## src/rtl/sysid_pkg.sv

```systemverilog
// Shared constants for the system-ID / build-info register block:
// bus widths and the word offsets of every mapped register.
package sysid_pkg;

    localparam int ADDR_W   = 4;
    localparam int DATA_W   = 32;
    localparam int UPTIME_W = 64;

    localparam logic [ADDR_W-1:0] SYSID_OFF_ID        = 4'd0;
    localparam logic [ADDR_W-1:0] SYSID_OFF_TIMESTAMP = 4'd1;
    localparam logic [ADDR_W-1:0] SYSID_OFF_VERSION   = 4'd2;
    localparam logic [ADDR_W-1:0] SYSID_OFF_CAPS      = 4'd3;
    localparam logic [ADDR_W-1:0] SYSID_OFF_SCRATCH   = 4'd4;
    localparam logic [ADDR_W-1:0] SYSID_OFF_UPTIME_LO = 4'd5;
    localparam logic [ADDR_W-1:0] SYSID_OFF_UPTIME_HI = 4'd6;
    localparam logic [ADDR_W-1:0] SYSID_OFF_CH_SEL    = 4'd7;
    localparam logic [ADDR_W-1:0] SYSID_OFF_CH_INFO   = 4'd8;

endpackage

```

## src/rtl/sysid_info_regs_if.sv

```systemverilog
// Avalon-MM slave bundle for the system-ID register block: one-beat
// read/write strobes, fixed-latency read response.
interface sysid_info_regs_if;
    import sysid_pkg::*;

    logic [ADDR_W-1:0] address;
    logic              read;
    logic              write;
    logic [DATA_W-1:0] writedata;
    logic [DATA_W-1:0] readdata;
    logic              readdatavalid;

    modport master (
        output address, read, write, writedata,
        input  readdata, readdatavalid
    );

    modport slave (
        input  address, read, write, writedata,
        output readdata, readdatavalid
    );

endinterface

```

## src/rtl/sysid_uptime_counter.sv

```systemverilog
// Free-running 64-bit uptime counter with a snapshot of the upper word,
// so software can read LO then HI and get a coherent 64-bit value.
module sysid_uptime_counter
    import sysid_pkg::*;
(
    input  logic        clock,
    input  logic        reset,
    input  logic        snap,
    output logic [31:0] lo,
    output logic [31:0] hi_snap
);

    logic [UPTIME_W-1:0] count;

    // The snapshot takes the pre-increment upper word, matching the LO value returned on the same edge.
    always_ff @(posedge clock or posedge reset) begin
        if (reset) begin
            count   <= '0;
            hi_snap <= '0;
        end else begin
            count <= count + UPTIME_W'(1);
            if (snap) begin
                hi_snap <= count[UPTIME_W-1:32];
            end
        end
    end

    assign lo = count[31:0];

endmodule

```

## src/rtl/sysid_info_regs.sv

```systemverilog
// System-ID / build-info register block: 16-word Avalon-MM map with
// RO build constants, scratch, coherent uptime and a per-channel info table.
module sysid_info_regs
    import sysid_pkg::*;
#(
    parameter logic [31:0]         SYSTEM_ID = 32'h0000_0001,
    parameter logic [31:0]         TIMESTAMP = 32'h0000_0000,
    parameter logic [7:0]          VER_MAJOR = 8'd2,
    parameter logic [7:0]          VER_MINOR = 8'd0,
    parameter int                  NUM_CH    = 4,
    parameter logic [NUM_CH*32-1:0] CH_INFO  = '0
)
(
    input  logic              clock,
    input  logic              reset,
    sysid_info_regs_if.slave  bus
);

    localparam logic [4:0] NUM_CH_FIELD = 5'(NUM_CH);

    logic [DATA_W-1:0] scratch;
    logic [3:0]        ch_sel;
    logic [DATA_W-1:0] read_word;
    logic [31:0]       uptime_lo;
    logic [31:0]       uptime_hi_snap;
    logic              uptime_snap;
    logic [DATA_W-1:0] ch_table [16];

    assign uptime_snap = bus.read && (bus.address == SYSID_OFF_UPTIME_LO);

    sysid_uptime_counter u_uptime (
        .clock   (clock),
        .reset   (reset),
        .snap    (uptime_snap),
        .lo      (uptime_lo),
        .hi_snap (uptime_hi_snap)
    );

    // Selectors past the last populated channel read as zero.
    for (genvar i = 0; i < 16; i++) begin : g_ch
        if (i < NUM_CH) begin : g_used
            assign ch_table[i] = CH_INFO[32*i +: 32];
        end else begin : g_unused
            assign ch_table[i] = '0;
        end
    end

    always_comb begin
        read_word = '0;
        case (bus.address)
            SYSID_OFF_ID:        read_word = SYSTEM_ID;
            SYSID_OFF_TIMESTAMP: read_word = TIMESTAMP;
            SYSID_OFF_VERSION:   read_word = {16'h0, VER_MAJOR, VER_MINOR};
            SYSID_OFF_CAPS:      read_word = {27'h0, NUM_CH_FIELD};
            SYSID_OFF_SCRATCH:   read_word = scratch;
            SYSID_OFF_UPTIME_LO: read_word = uptime_lo;
            SYSID_OFF_UPTIME_HI: read_word = uptime_hi_snap;
            SYSID_OFF_CH_SEL:    read_word = {28'h0, ch_sel};
            SYSID_OFF_CH_INFO:   read_word = ch_table[ch_sel];
            default:             read_word = '0;
        endcase
    end

    always_ff @(posedge clock or posedge reset) begin
        if (reset) begin
            scratch <= '0;
            ch_sel  <= '0;
        end else if (bus.write) begin
            if (bus.address == SYSID_OFF_SCRATCH) begin
                scratch <= bus.writedata;
            end
            if (bus.address == SYSID_OFF_CH_SEL) begin
                ch_sel <= bus.writedata[3:0];
            end
        end
    end

    // The mux sees pre-write register values, so a same-cycle read+write returns the old data.
    always_ff @(posedge clock or posedge reset) begin
        if (reset) begin
            bus.readdata      <= '0;
            bus.readdatavalid <= 1'b0;
        end else begin
            bus.readdatavalid <= bus.read;
            if (bus.read) begin
                bus.readdata <= read_word;
            end
        end
    end

endmodule

```

## src/flat_wrapper.sv

```systemverilog
// flat-port wrapper written by rule: the top's interface ports become plain ports
module sysid_info_regs_flat import sysid_pkg::*;
#(
    parameter logic [31:0]         SYSTEM_ID = 32'h0000_0001,
    parameter logic [31:0]         TIMESTAMP = 32'h0000_0000,
    parameter logic [7:0]          VER_MAJOR = 8'd2,
    parameter logic [7:0]          VER_MINOR = 8'd0,
    parameter int                  NUM_CH    = 4,
    parameter logic [NUM_CH*32-1:0] CH_INFO  = '0
)
  (clock, reset, bus_address, bus_read, bus_write, bus_writedata, bus_readdata, bus_readdatavalid);
  sysid_info_regs_if bus_i ();
  input  logic clock;
  input  logic reset;
  input wire logic [$bits(bus_i.address)-1:0] bus_address;
  input wire logic [$bits(bus_i.read)-1:0] bus_read;
  input wire logic [$bits(bus_i.write)-1:0] bus_write;
  input wire logic [$bits(bus_i.writedata)-1:0] bus_writedata;
  output wire logic [$bits(bus_i.readdata)-1:0] bus_readdata;
  output wire logic [$bits(bus_i.readdatavalid)-1:0] bus_readdatavalid;
  assign bus_i.address = bus_address;
  assign bus_i.read = bus_read;
  assign bus_i.write = bus_write;
  assign bus_i.writedata = bus_writedata;
  assign bus_readdata = bus_i.readdata;
  assign bus_readdatavalid = bus_i.readdatavalid;
  sysid_info_regs #(.SYSTEM_ID(SYSTEM_ID), .TIMESTAMP(TIMESTAMP), .VER_MAJOR(VER_MAJOR), .VER_MINOR(VER_MINOR), .NUM_CH(NUM_CH), .CH_INFO(CH_INFO)) u_core (.clock(clock), .reset(reset), .bus(bus_i));
endmodule
```

## config.mk

```make
export PLATFORM = sky130hd
export DESIGN_NAME = sysid_info_regs_flat
export DESIGN_NICKNAME = d
export VERILOG_FILES = /design/src/rtl/sysid_pkg.sv /design/src/rtl/sysid_info_regs_if.sv /design/src/rtl/sysid_uptime_counter.sv /design/src/rtl/sysid_info_regs.sv /design/src/flat_wrapper.sv
export SDC_FILE = /design/constraint.sdc
export NUM_CORES = 1
export LEC_CHECK = 0
export ABC_AREA = 1
export CORE_MARGIN = 5
export CORE_UTILIZATION = 60
export DETAILED_ROUTE_END_ITERATION = 8
export DONT_BUFFER_PORTS = 1
export PLACE_DENSITY = 0.75
export SETUP_SLACK_MARGIN = 0.3
export SKIP_CTS_REPAIR_TIMING = 1
export SLEW_MARGIN = 20
export SYNTH_ARGS = -nofsm -noshare
export SYNTH_HDL_FRONTEND = slang
export SYNTH_SLANG_ARGS = --single-unit
```

## constraint.sdc

```tcl
create_clock -name clock -period 9.9 [get_ports clock]
set_input_delay 0.99 -clock clock [delete_from_list [all_inputs] [get_ports clock]]
set_output_delay 0.99 -clock clock [all_outputs]
set_load 0.05 [all_outputs]
```

==> results.json, run 1 <==
{
  "status": "finished, final reports clean",
  "gp_congestion": 0.969,
  "internal_power_mw": 1.12,
  "cts_tree": "built",
  "synth_fa_ha_area_share_pct": 0.154,
  "dp_cells": 1177,
  "layout_common_cells": "nand2_1 (441), dfrtp_1 (165), nor2_1 (124)",
  "async_flop_share_pct": 100,
  "rsz0062_at_grt": "false",
  "fin_crit_ps": 2570,
  "max_freq_mhz": 390,
  "cap_violations": 0,
  "critPathLaunchType": "input port",
  "slew_violations": 0,
  "p_clk_share_pct": 43.8,
  "port_buffers": 0,
  "p_leak_nw": 4.11,
  "irDropWorstVdd_mv": 0.125,
  "clock_latency_ps": 430,
  "grt_pass1_wl_mm": 34.9,
  "firstDrtPassIters": 5,
  "overflow": 0,
  "via_per_inst": 5.47,
  "layout_commonest_cell": "nand2_1",
  "ant_nets": 0,
  "min_to": "u_core.u_uptime.count[63]",
  "die-area_um2": 16000,
  "path_class": "input port to flop",
  "reg2reg_to": "u_core.u_uptime.count[32]",
  "grt_antenna_before_repair": 0,
  "grt_max_degree": 89,
  "syn_area_um2": 8150,
  "start_util_pct": 61.3,
  "synth_compound_area_share_pct": 3.90,
  "required_ps": 10210,
  "ys_ff_latch": 165,
  "worst_pin_slew_ps": 1070,
  "grt_pass1_vias": 6534,
  "die_y_um": 127,
  "num_antenna_cells": 0,
  "comb_power_share_pct": 5.3,
  "p_switching_uw": 373,
  "ys_warn_count": 0,
  "layout-drive-gt1-share_pct": 9.78,
  "synthDistinctLibCells": 24,
  "cts-htree-levels": 4,
  "r2r-start": "u_core.u_uptime.count[0]",
  "clockBufferDepth": 2,
  "pin_count": 73,
  "p_seq_share_pct": 50.9,
  "yosysSeqAreaShare_pct": 50.7,
  "swShare_pct": 25.1,
  "yosys.area_share.simple_pct": 33.0,
  "route.vias.total": 6614,
  "crit_path_end_kind": "flop",
  "min_path_type": "flop to flop",
  "clkTransAtPathRegs_ps": 60,
  "cp.arrival_ps": 2880,
  "reg2regPathDepth": 7,
  "dp_hpwl_mm": 15.9,
  "cts_root_buffer": "clkbuf_16",
  "hold_viol_final": 0,
  "synth_top_family_by_area": "simple AND/OR/NAND/NOR gates",
  "area_growth_pct": 8.63,
  "cts_buffers": 17,
  "drt_iter0_drc": 620,
  "min-delay-start": "u_core.u_uptime.count[63]",
  "setup_viol": 0,
  "skew_ps": 8.05,
  "core_area_um2": 13300,
  "fin_crit_sh_pct": 25.9,
  "critPathMaxFanout": 64,
  "power_density_nw_per_um2": 168,
  "finalNetCount": 1061,
  "fill_cells": 1149,
  "postSynthCellCount": 1024,
  "grt_use_total_pct": 28.0,
  "final_cells": 1209,
  "tns_ps": 0,
  "pre_cts_ws_ps": 7000,
  "synth_edf_count": 0,
  "wire_per_inst_um": 17.8,
  "wl_mm": 21.6,
  "drc": 0,
  "ff2ff_setup_slack_ps": 7970,
  "synth_fp_nets": 1065,
  "cts_sinks": 165,
  "setup_ws_ps": 7330,
  "synthXorXnorAreaFrac_pct": 3.33,
  "synthFlopType": "dfrtp_1",
  "yosys-mux-area-fraction_pct": 4.88,
  "synth_area_per_cell_um2": 7.95,
  "std_cell_rows": 42,
  "holdPathStages": 2,
  "die_w_um": 127,
  "maxSlewHeadroom_pct": 28.6
}
synth_stat cells (10+ instances only):
cell | number | area, um2
o21ai_0 | 51 | 255
nand4_1 | 15 | 93.8
nand2_2 | 12 | 75.1
o21ai_1 | 11 | 55.1
nor2_1 | 125 | 469
nor2_2 | 10 | 62.6
clkbuf_1 | 15 | 56.3
inv_1 | 51 | 191
mux2_4 | 22 | 330
nand2_1 | 441 | 1660
xnor2_1 | 19 | 166
dfrtp_1 | 165 | 4130
xor2_1 | 12 | 105
nand3_1 | 41 | 205
flip-flops by register name (all words and copies together), names as in the netlist:
signal,flops
u_core.bus.readdata,32
u_core.scratch,32
u_core.u_uptime.hi_snap,32
u_core.u_uptime.count,64
u_core.ch_sel,4
u_core.bus.readdatavalid,1
power by group through the flow:
stage	sequential [mW]	combinational, mW	clock (mW)
CTS	0.757	0.0804	0.657
finish	0.757	0.0787	0.652
floorplan	0.761	0.0695	0
global route	0.762	0.0891	0.692
detailed placement	0.769	0.0796	0
global placement	0.768	0.0761	0
cell families (layout without fill, tap and decap cells):
kind of cell / Yosys count / after routing
multiplexers: 28 / 28
XOR/XNOR: 31 / 31
buffers and inverters: 81 / 90
flip-flops: 165 / 165
AO/OA/AOI/OAI: 63 / 63
adder cells (fa/ha/maj): 1 / 1
AND/OR/NAND/NOR: 655 / 655
critical path, stage by stage:
cell and delay, ps:
inv_1 50, nor2_1 90, nand2_1 70, inv_2 420
nand2_2 770, o21ai_0 450
cell type report:
| type | count | area, um2 | area share (%) |
|---|---|---|---|
| well taps | 176 | 220 | 2.49 |
| repair buffers | 2 | 15.0 | 0.170 |
| multi-input cells | 778 | 3690 | 41.7 |
| inverters | 56 | 215 | 2.43 |
| clock buffers | 18 | 439 | 4.96 |
| clock inverters | 14 | 140 | 1.58 |
| flip-flops and latches | 165 | 4130 | 46.7 |
through the flow:
| stage | hold slack [ps] | power [mW] | instance area [um2] | util [%] |
|---|---|---|---|---|
| 2_1_floorplan | 446 | 0.830 | 8150 | - |
| 3_3_place_gp | 457 | 0.844 | 8270 | 62.2 |
| 3_5_place_dp | 465 | 0.848 | 8270 | 62.2 |
| 4_1_cts | 480 | 1.49 | 8850 | 66.6 |
| 5_1_grt | 508 | 1.54 | 8850 | 66.6 |
| 6_report | 481 | 1.49 | 8850 | 66.6 |
worst max path at each step:
stage | start | end | slack, ps | depth (start not counted)
floorplan | reset | u_core.bus.readdata[0] | 4450 | 1
global placement | bus_address[2] | u_core.u_uptime.hi_snap[30] | 7140 | 6
detailed placement | bus_address[2] | u_core.u_uptime.hi_snap[27] | 7000 | 6
CTS | bus_address[2] | u_core.u_uptime.hi_snap[9] | 7340 | 6
global route | bus_address[2] | u_core.u_uptime.hi_snap[3] | 7120 | 6
finish | bus_address[2] | u_core.u_uptime.hi_snap[9] | 7330 | 6
layer usage:
layer | track usage, % | vias to the layer above | share of wire, %
met2 | 42.5 | 194 | 45
met1 | 40.8 | 3181 | 47
li1 | - | 3214 | -
met5 | 0 | - | 0
met4 | 7.76 | 0 | 1.7
met3 | 6.56 | 25 | 6.4
Note: power is estimated with default switching activity, not from simulation.
==> run 2, diff against run 1 <==
--- a/config.mk
+++ b/config.mk
@@ -7,7 +7,7 @@
 export LEC_CHECK = 0
 export ABC_AREA = 1
 export CORE_MARGIN = 5
-export CORE_UTILIZATION = 60
+export CORE_UTILIZATION = 58
 export DETAILED_ROUTE_END_ITERATION = 8
 export DONT_BUFFER_PORTS = 1
 export PLACE_DENSITY = 0.75
==> constraint.sdc (replaced) <==
create_clock -name clock -period 2.3 [get_ports clock]
set_input_delay 0.23 -clock clock [delete_from_list [all_inputs] [get_ports clock]]
set_output_delay 0.23 -clock clock [all_outputs]
set_load 0.05 [all_outputs]
==> run 2 against run 1 <==
Effect of this change: the run now ends with negative hold slack left; global-route usage down 0.11 points; clock-buffer cell count grew 2; flip-flop and latch count unchanged; die area is 3.2% higher; clock power rose to 4.1 times the previous value; via count rose by 4.2%; first-iteration DRC count increased by 1.6%; largest cell class unchanged; highest routed layer is now met5.
==> results.json, run 2 (same netlist as run 1, synthesis figures left out) <==
{
  "status": "finished, violations left",
  "violations": "negative hold slack",
  "regMostFlops": "u_core.u_uptime.count",
  "route.vias.total": 6891,
  "worst_pin_slew_ps": 625,
  "p_seq_share_pct": 51.2,
  "drt_iter0_drc": 630,
  "layout_common_cells": "nand2_1 (441), dfrtp_1 (165), nor2_1 (124)",
  "drc": 0,
  "fin_area_um2": 9250,
  "clockBufferDepth": 2,
  "port_buffers": 0,
  "cp_slowest_stage_delay_ps": 460,
  "pin_count": 73,
  "cts_tree": "built",
  "area_growth_pct": 13.5,
  "clkTransAtPathRegs_ps": 60,
  "crit_buf_inv": 1,
  "firstDrtPassIters": 6,
  "num_antenna_cells": 0,
  "cp_top_family": "simple AND/OR/NAND/NOR gates",
  "die-area_um2": 16500,
  "overflow": 0,
  "crit_slowest_cell": "dfrtp_1",
  "grt_use_total_pct": 27.9,
  "clock_latency_ps": 430,
  "reg2regPathDepth": 7,
  "setup_viol": 0,
  "swShare_pct": 24.8,
  "irDropWorstVdd_mv": 0.493,
  "wire_per_inst_um": 17.7,
  "fin_crit_sh_pct": 75.4,
  "dp_cells": 1188,
  "grt_antenna_before_repair": 1,
  "min_to": "u_core.scratch[1]",
  "seqCellArea_um2": 4130,
  "finalNetCount": 1102,
  "layout-drive-gt1-share_pct": 10.2,
  "dpl_cell_area_um2": 8340,
  "multi_input_area_um2": 3690,
  "grt_pass1_vias": 6577,
  "critPathMaxFanout": 8,
  "wl_mm": 22.1,
  "hold_viol_final": 2,
  "cap_violations": 0,
  "tns_ps": 0,
  "die_y_um": 129,
  "grt_pass1_wl_mm": 35.2,
  "grt_max_degree": 100,
  "ff2ff_setup_slack_ps": 570,
  "min_path_type": "input port to flop",
  "min-delay-start": "bus_writedata[1]",
  "start_util_pct": 58.9,
  "comb_power_share_pct": 6.4,
  "max_freq_mhz": 576,
  "p_switching_mw": 1.58,
  "p_leak_nw": 4.28,
  "fill_cells": 1131,
  "std_cell_rows": 43,
  "holdPathStages": 2,
  "crit_chain": "ha_2 > inv_1 > nor2_2 > nand2_2 > nor2_4 > nand2_1 > xor2_1",
  "via_per_inst": 5.50,
  "layout_commonest_cell": "nand2_1",
  "ant_nets": 0,
  "fin_crit_ps": 1730,
  "required_ps": 2610,
  "largest_reg_flops": 64,
  "die_w_um": 129,
  "final_cells": 1253,
  "rsz0062_at_grt": "false",
  "dp_hpwl_mm": 16.5,
  "timing.hold.ws_ps": -19.1,
  "cts_buffers": 17,
  "reg2reg_to": "u_core.u_uptime.count[32]",
  "cts_root_buffer": "clkbuf_16",
  "core_area_um2": 13800,
  "power_density_nw_per_um2": 687,
  "maxSlewHeadroom_pct": 58.3,
  "r2r-start": "u_core.u_uptime.count[0]",
  "cp.arrival_ps": 2050,
  "internal_power_mw": 4.78,
  "path_class": "flop to flop",
  "cts_sinks": 165,
  "p_clk_share_pct": 42.4,
  "cts-htree-levels": 4,
  "slew_violations": 0,
  "crit_path_end_kind": "flop",
  "gp_congestion": 0.974,
  "skew_ps": 7.75,
  "critPathLaunchType": "flop"
}
-- run 2: changes by cell type in the layout (fill, tap and decap cells not counted), moves of 2 or more --
cell | before | now
buf_12 | 0 | 2
buf_4 | 2 | 8
clkbuf_8 | 1 | 3
clkinvlp_4 | 1 | 3
dlygate4sd3_1 | 0 | 33
inv_6 | 6 | 2
-- run 2: worst max path at each step --
stage                     cells past startpoint                         to                      from
after floorplan                               1     u_core.bus.readdata[0]                     reset
after global placement                        7  u_core.u_uptime.count[32]  u_core.u_uptime.count[0]
after detailed placement                      7  u_core.u_uptime.count[32]  u_core.u_uptime.count[0]
after CTS                                    10  u_core.u_uptime.count[46]  u_core.u_uptime.count[0]
after global routing                         10  u_core.u_uptime.count[46]  u_core.u_uptime.count[0]
final                                         7  u_core.u_uptime.count[32]  u_core.u_uptime.count[0]
-- run 2: power by group through the flow --
stage | combinational (mW) | sequential (mW) | clock [mW]
after floorplan | 0.300 | 3.27 | 0
after global placement | 0.342 | 3.30 | 0
after detailed placement | 0.353 | 3.30 | 0
after CTS | 0.356 | 3.25 | 2.73
after global routing | 0.457 | 3.27 | 2.84
final | 0.409 | 3.26 | 2.69
-- run 2: cell type report --
| type | count | area share (%) |
|---|---|---|
| flip-flops and latches | 165 | 44.6 |
| multi-input cells | 778 | 39.9 |
| clock buffers | 20 | 5.05 |
| repair buffers | 43 | 4.65 |
| well taps | 180 | 2.44 |
| inverters | 56 | 2.31 |
| clock inverters | 11 | 0.988 |
-- run 2: per-stage QoR --
step,hold WS (ps),utilization [%],setup slack [ps],power [mW]
6_report,-19.1,66.9,565,6.36
2_1_floorplan,261,-,-28.8,3.57
4_1_cts,-424,64.3,507,6.34
3_5_place_dp,34.6,60.3,513,3.65
5_1_grt,13.1,66.9,334,6.57
3_3_place_gp,35.8,60.3,564,3.64
-- run 2: metal layers --
layer,vias to the layer above,global-route usage (%),part of all wire (%)
met5,-,0,0.059
met4,2,7.78,2.1
met3,34,6.93,7.8
met2,250,41.5,44
met1,3307,41.1,46
li1,3298,-,-
